==> config.mk <==
export PLATFORM = sky130hd
export DESIGN_NAME = tt_um_uart_tx
export DESIGN_NICKNAME = d
export VERILOG_FILES = /design/src/rtl/tt_um_uart_tx.sv
export SDC_FILE = /design/constraint.sdc
export NUM_CORES = 1
export LEC_CHECK = 0
export CORE_ASPECT_RATIO = 1.4
export CORE_MARGIN = 4
export CORE_UTILIZATION = 46
export DETAILED_ROUTE_END_ITERATION = 6
export GPL_ROUTABILITY_DRIVEN = 0
export PLACE_DENSITY = 0.9
export SLEW_MARGIN = 30
export SYNTH_ARGS = -nofsm -noshare
export SYNTH_HDL_FRONTEND = slang
export SYNTH_SLANG_ARGS = --single-unit
==> constraint.sdc <==
create_clock -name clk -period 2.02 [get_ports clk]
set_input_delay 0.303 -clock clk [delete_from_list [all_inputs] [get_ports clk]]
set_output_delay 0.303 -clock clk [all_outputs]
set_load 0.02 [all_outputs]
==> src/rtl/tt_um_uart_tx.sv <==
// -----------------------------------------------------------------------------
// tt_um_uart_tx
//
// Tiny Tapeout user module: transmits one byte taken from ui_in as an 8N1 UART
// frame (start bit, 8 data bits LSB first, stop bit) on uo_out[0].
//
// A frame is requested by a rising edge on uio_in[0]. That pin is treated as
// an asynchronous level, so it goes through a two-flop synchroniser and an
// edge detector first. The byte on ui_in is captured on the clock edge at
// which the frame starts. Any later change on ui_in is ignored until the
// next frame.
//
// Ports (standard tt_um pin set):
//   clk      in   system clock, rising edge
//   rst_n    in   asynchronous active-low reset
//   ena      in   design selected; while low no new frame may start
//   ui_in    in   [7:0] byte to transmit
//   uio_in   in   [0] send request (async level), [7:1] unused
//   uo_out   out  [0] tx line, [1] busy, [2] done pulse, [7:3] zero
//   uio_out  out  constant 0
//   uio_oe   out  constant 0 (all uio pins are inputs)
//
// Every bit of uo_out comes straight from a flop. No combinational path
// runs from any input to the pins.
// -----------------------------------------------------------------------------
module tt_um_uart_tx #(
  parameter int unsigned CLKS_PER_BIT = 16  // legal range 2..65535
) (
  input  logic       clk,
  input  logic       rst_n,
  input  logic       ena,
  input  logic [7:0] ui_in,
  input  logic [7:0] uio_in,
  output logic [7:0] uo_out,
  output logic [7:0] uio_out,
  output logic [7:0] uio_oe
);

  localparam int CW = (CLKS_PER_BIT > 1) ? $clog2(CLKS_PER_BIT) : 1;
  localparam logic [CW-1:0] CNT_MAX = CW'(CLKS_PER_BIT - 1);

  typedef enum logic [1:0] {
    IDLE  = 2'd0,
    START = 2'd1,
    DATA  = 2'd2,
    STOP  = 2'd3
  } state_e;

  state_e        state_q;
  logic          s1_q, s2_q, p_q;     // synchroniser stages and previous value
  logic [7:0]    shift_q;             // byte being shifted out, LSB first
  logic [CW-1:0] cnt_q;               // clock cycles spent in the current bit
  logic [2:0]    idx_q;               // index of the data bit on the line
  logic          tx_q, busy_q, done_q;
  logic          start;

  // A request counts only on a fresh synchronised 0->1 while idle and selected.
  // Edges seen during a frame, or while ena is low, are lost and not queued.
  // p_q keeps following s2_q in every state. A level held high therefore
  // never looks like a new edge once the frame has finished.
  assign start = s2_q & ~p_q & ena & (state_q == IDLE);

  always_ff @(posedge clk or negedge rst_n) begin
    // NOTE: every register here is written with <= so that all flops sample
    // their inputs from before the edge. With blocking '=', s2_q would see the
    // s1_q value from the same edge and the synchroniser would collapse.
    if (!rst_n) begin
      state_q <= IDLE;
      s1_q    <= 1'b0;
      s2_q    <= 1'b0;
      p_q     <= 1'b0;
      shift_q <= '0;
      cnt_q   <= '0;
      idx_q   <= '0;
      tx_q    <= 1'b1;    // line idles high, even while held in reset
      busy_q  <= 1'b0;
      done_q  <= 1'b0;
    end else begin
      s1_q   <= uio_in[0];
      s2_q   <= s1_q;
      p_q    <= s2_q;
      done_q <= 1'b0;     // single-cycle pulse, set only on leaving STOP

      case (state_q)
        IDLE: begin
          tx_q   <= 1'b1;
          busy_q <= 1'b0;
          cnt_q  <= '0;
          if (start) begin
            shift_q <= ui_in;
            state_q <= START;
            tx_q    <= 1'b0;
            busy_q  <= 1'b1;
          end
        end

        START: begin
          if (cnt_q == CNT_MAX) begin
            cnt_q   <= '0;
            idx_q   <= '0;
            state_q <= DATA;
            tx_q    <= shift_q[0];
          end else begin
            cnt_q <= cnt_q + CW'(1);
          end
        end

        DATA: begin
          if (cnt_q == CNT_MAX) begin
            cnt_q   <= '0;
            shift_q <= shift_q >> 1;
            if (idx_q == 3'd7) begin
              state_q <= STOP;
              tx_q    <= 1'b1;
            end else begin
              idx_q <= idx_q + 3'd1;
              // tx is registered, so load the bit that the shift brings
              // into position 0 now. That keeps the line in step with
              // shift_q.
              tx_q  <= shift_q[1];
            end
          end else begin
            cnt_q <= cnt_q + CW'(1);
          end
        end

        STOP: begin
          if (cnt_q == CNT_MAX) begin
            cnt_q   <= '0;
            state_q <= IDLE;
            busy_q  <= 1'b0;
            done_q  <= 1'b1;
          end else begin
            cnt_q <= cnt_q + CW'(1);
          end
        end

        default: state_q <= IDLE;
      endcase
    end
  end

  assign uo_out  = {5'b0, done_q, busy_q, tx_q};
  assign uio_out = 8'h00;
  assign uio_oe  = 8'h00;

  // uio_in[7:1] are part of the fixed pin set but carry nothing.
  logic unused_ok;
  assign unused_ok = &{1'b0, uio_in[7:1]};

endmodule

==> metrics.txt <==
status completed; WL/cell 13.67 microns; Yosys cell types 35; post-synth top area share 0.3996; nets 171; crit path DAT 2.03 ns; Final Cycle Share 0.9080; RSZ-0062 raised after global routing false; HP Class input port to async pin; total chip power 2.006 mW; core area 2878 sq um; Syn. warnings 0; Max Slew Vio Count 0; kind of start point of the critical path flip-flop; placed wire-length estimate 1913 microns; share of cells above drive strength 1 0.1608; WP data required 2.21 ns; die area 3947 sq um; largest net degree at the start of global routing 15; hold_ws 0.3336 ns; crit path max fanout 6; CP Launch Point state_q[0]; Max VDD drop 958.5 uV; Worst-Skew Late Latency 0.26 ns; chip width 54.25 microns; area share of fa/ha/maj cells after synthesis 0.07266; cell row count 23; Synth Area in Compound Gates 0.1208; Post-synth EDFFs 0; routed vias/inst 5.106; vias in the first global route 1002; Hold Buf Count CTS 0; CTS clk-pin slew, worst paths 0.08 ns; Final Critical Period 1.834 ns; diode count 0; power per cell area 1323 nW/um^2; Register-to-Register Path Depth 6; Cell Area, Synth 1378 sq um; IO buf count 14; DRC violations left 0; fraction of registers with async set/reset 1.000; Worst R2R Start state_q[0]; htree depth 1; Crit. End Element flip-flop; post-synthesis sequential area ratio 0.4187; Int Pwr 1.247 mW; prevailing post-synth register cell dfrtp_1; Pre-antenna DRT Iters 4; clk_skew 0.003758 ns; synthesized instance count 128; largest family of logic cells by synthesized area buffers and inverters; Util after Layout 0.5270; first-pass GRT wire length 4202 microns; Leak 0.6826 nW; final wirelength 2460 microns; clock sink count 23; CTS tree built; Post-CTS Repair Setup Buffers 0; power share of the combinational group 0.484; slack of the worst reg-to-reg path 0.19 ns; max_cap viols 0; XOR/XNOR share of the synthesized area 0.006358; total grt overflow 0; final hold viol count 0; Root Driver clkbuf_8; sum of negative setup slack 0 ns; cts bufs inserted 3; deepest clock path buffer count 2; Final ANT Viol Nets 0; initial drt markers 11; Yosys top cell by area dfrtp_1; mux cell area share after synthesis 0.1226; initial core utilization 0.4787; Reg2Reg Capture Point tx_q; Synth area leaders dfrtp_1, buf_4, mux2_2; Sw Pwr 0.7591 mW; Total GRT Usage 0.1417; Post-Syn Area per Cell 10.76 sq um; switching fraction of total power 0.3784; Max Fclk 545.2 MHz; WS Path Type flip-flop to flip-flop; clock group share of total power 0.140; vias 919; Ports 43; synth-to-layout area growth 10.08%; Setup violations, final 0; flops & latches, synth 23; Reg power frac 0.376; initial antenna violation count 0; Post-Synth Simple-Gate Area 0.1017; CTS resizes 0; Die Height 72.75 microns
-- metrics by stage --
step	worst slack (ns)	std cells	area (sq um)
floorplan	0.3716	148	1453
global placement	0.2504	176	1471
detailed placement	0.2146	176	1471
CTS	0.1777	180	1516
global route	0.05089	180	1516
finish	0.1859	180	1516
-- cells in the final DEF, fill, tap and decap left out, drive strengths merged, types with 2 or more instances in the layout --
master          n
nor2            4
a21oi           4
o21ai           7
nand2           5
ha              8
nand4           2
nand2b          2
a22oi           3
clkdlybuf4s50  14
nor3            2
mux2           15
buf             3
and2            2
inv             6
clkbuf          4
conb           21
a211oi          2
dfrtp          22
nor2b           2
-- how the worst max path moves through the flow --
stage            endpoint  slack (ns)
2_1_floorplan  shift_q[0]        0.37
3_3_place_gp   shift_q[3]        0.25
3_5_place_dp   shift_q[3]        0.21
4_1_cts        shift_q[1]        0.18
5_1_grt        shift_q[1]        0.05
6_report             tx_q        0.19
-- cell families after synthesis --
family                   count (synthesis)
adder cells (fa/ha/maj)                  8
flip-flops                              23
buffers and inverters                   32
AND/OR/NAND/NOR                         25
AO/OA/AOI/OAI                           23
XOR/XNOR                                 1
multiplexers                            15
other                                    1
-- worst max-delay path: stages, from the launching register on --
cell,delay [ns]
dfrtp_1,0.41
inv_1,0.12
ha_1,0.27
buf_4,0.18
o2111ai_1,0.32
o31ai_1,0.16
mux2_2,0.30
-- cell usage after synthesis (2+ instances only) --
library cell,number
buf_4,24
dfrtp_1,22
mux2_2,15
ha_1,8
o21ai_0,7
inv_1,6
nand2_1,5
a21oi_1,4
nor2_1,4
a211oi_1,2
a22oi_1,2
and2_1,2
nand2b_1,2
nand4_1,2
nor2b_1,2
nor3_1,2
-- cell type report --
type	instances	area, sq um
well taps	37	46.29
multi-input cells	93	663.1
fillers	263	1361
repair buffers	17	162.7
inverters	6	22.52
flip-flops and latches	23	576.8
clock buffers	4	45.04
-- flip-flops by register name (all words and copies together), names as in the netlist --
| name | cells |
|---|---|
| shift_q | 8 |
| cnt_q | 4 |
| idx_q | 3 |
| state_q | 2 |
| busy_q | 1 |
| done_q | 1 |
| p_q | 1 |
| s1_q | 1 |
| s2_q | 1 |
| tx_q | 1 |
-- routing by layer --
layer / vias to the layer above / global-route usage / wire (microns)
met4: 0 / 0.05817 / 55
met2: 41 / 0.2716 / 1425
met3: 9 / 0.02454 / 166
met1: 436 / 0.1408 / 813
met5: - / 0 / 0
li1: 433 / - / -
-- power by group through the flow --
| stage | Sequential, mW | Combinational (mW) | Clock [mW] |
|---|---|---|---|
| 2_1_floorplan | 0.721 | 0.789 | 0 |
| 3_3_place_gp | 0.744 | 0.900 | 0 |
| 3_5_place_dp | 0.760 | 0.948 | 0 |
| 4_1_cts | 0.753 | 0.975 | 0.284 |
| 5_1_grt | 0.777 | 1.08 | 0.300 |
| 6_report | 0.754 | 0.971 | 0.281 |
Note: power is estimated with default switching activity, not from simulation.
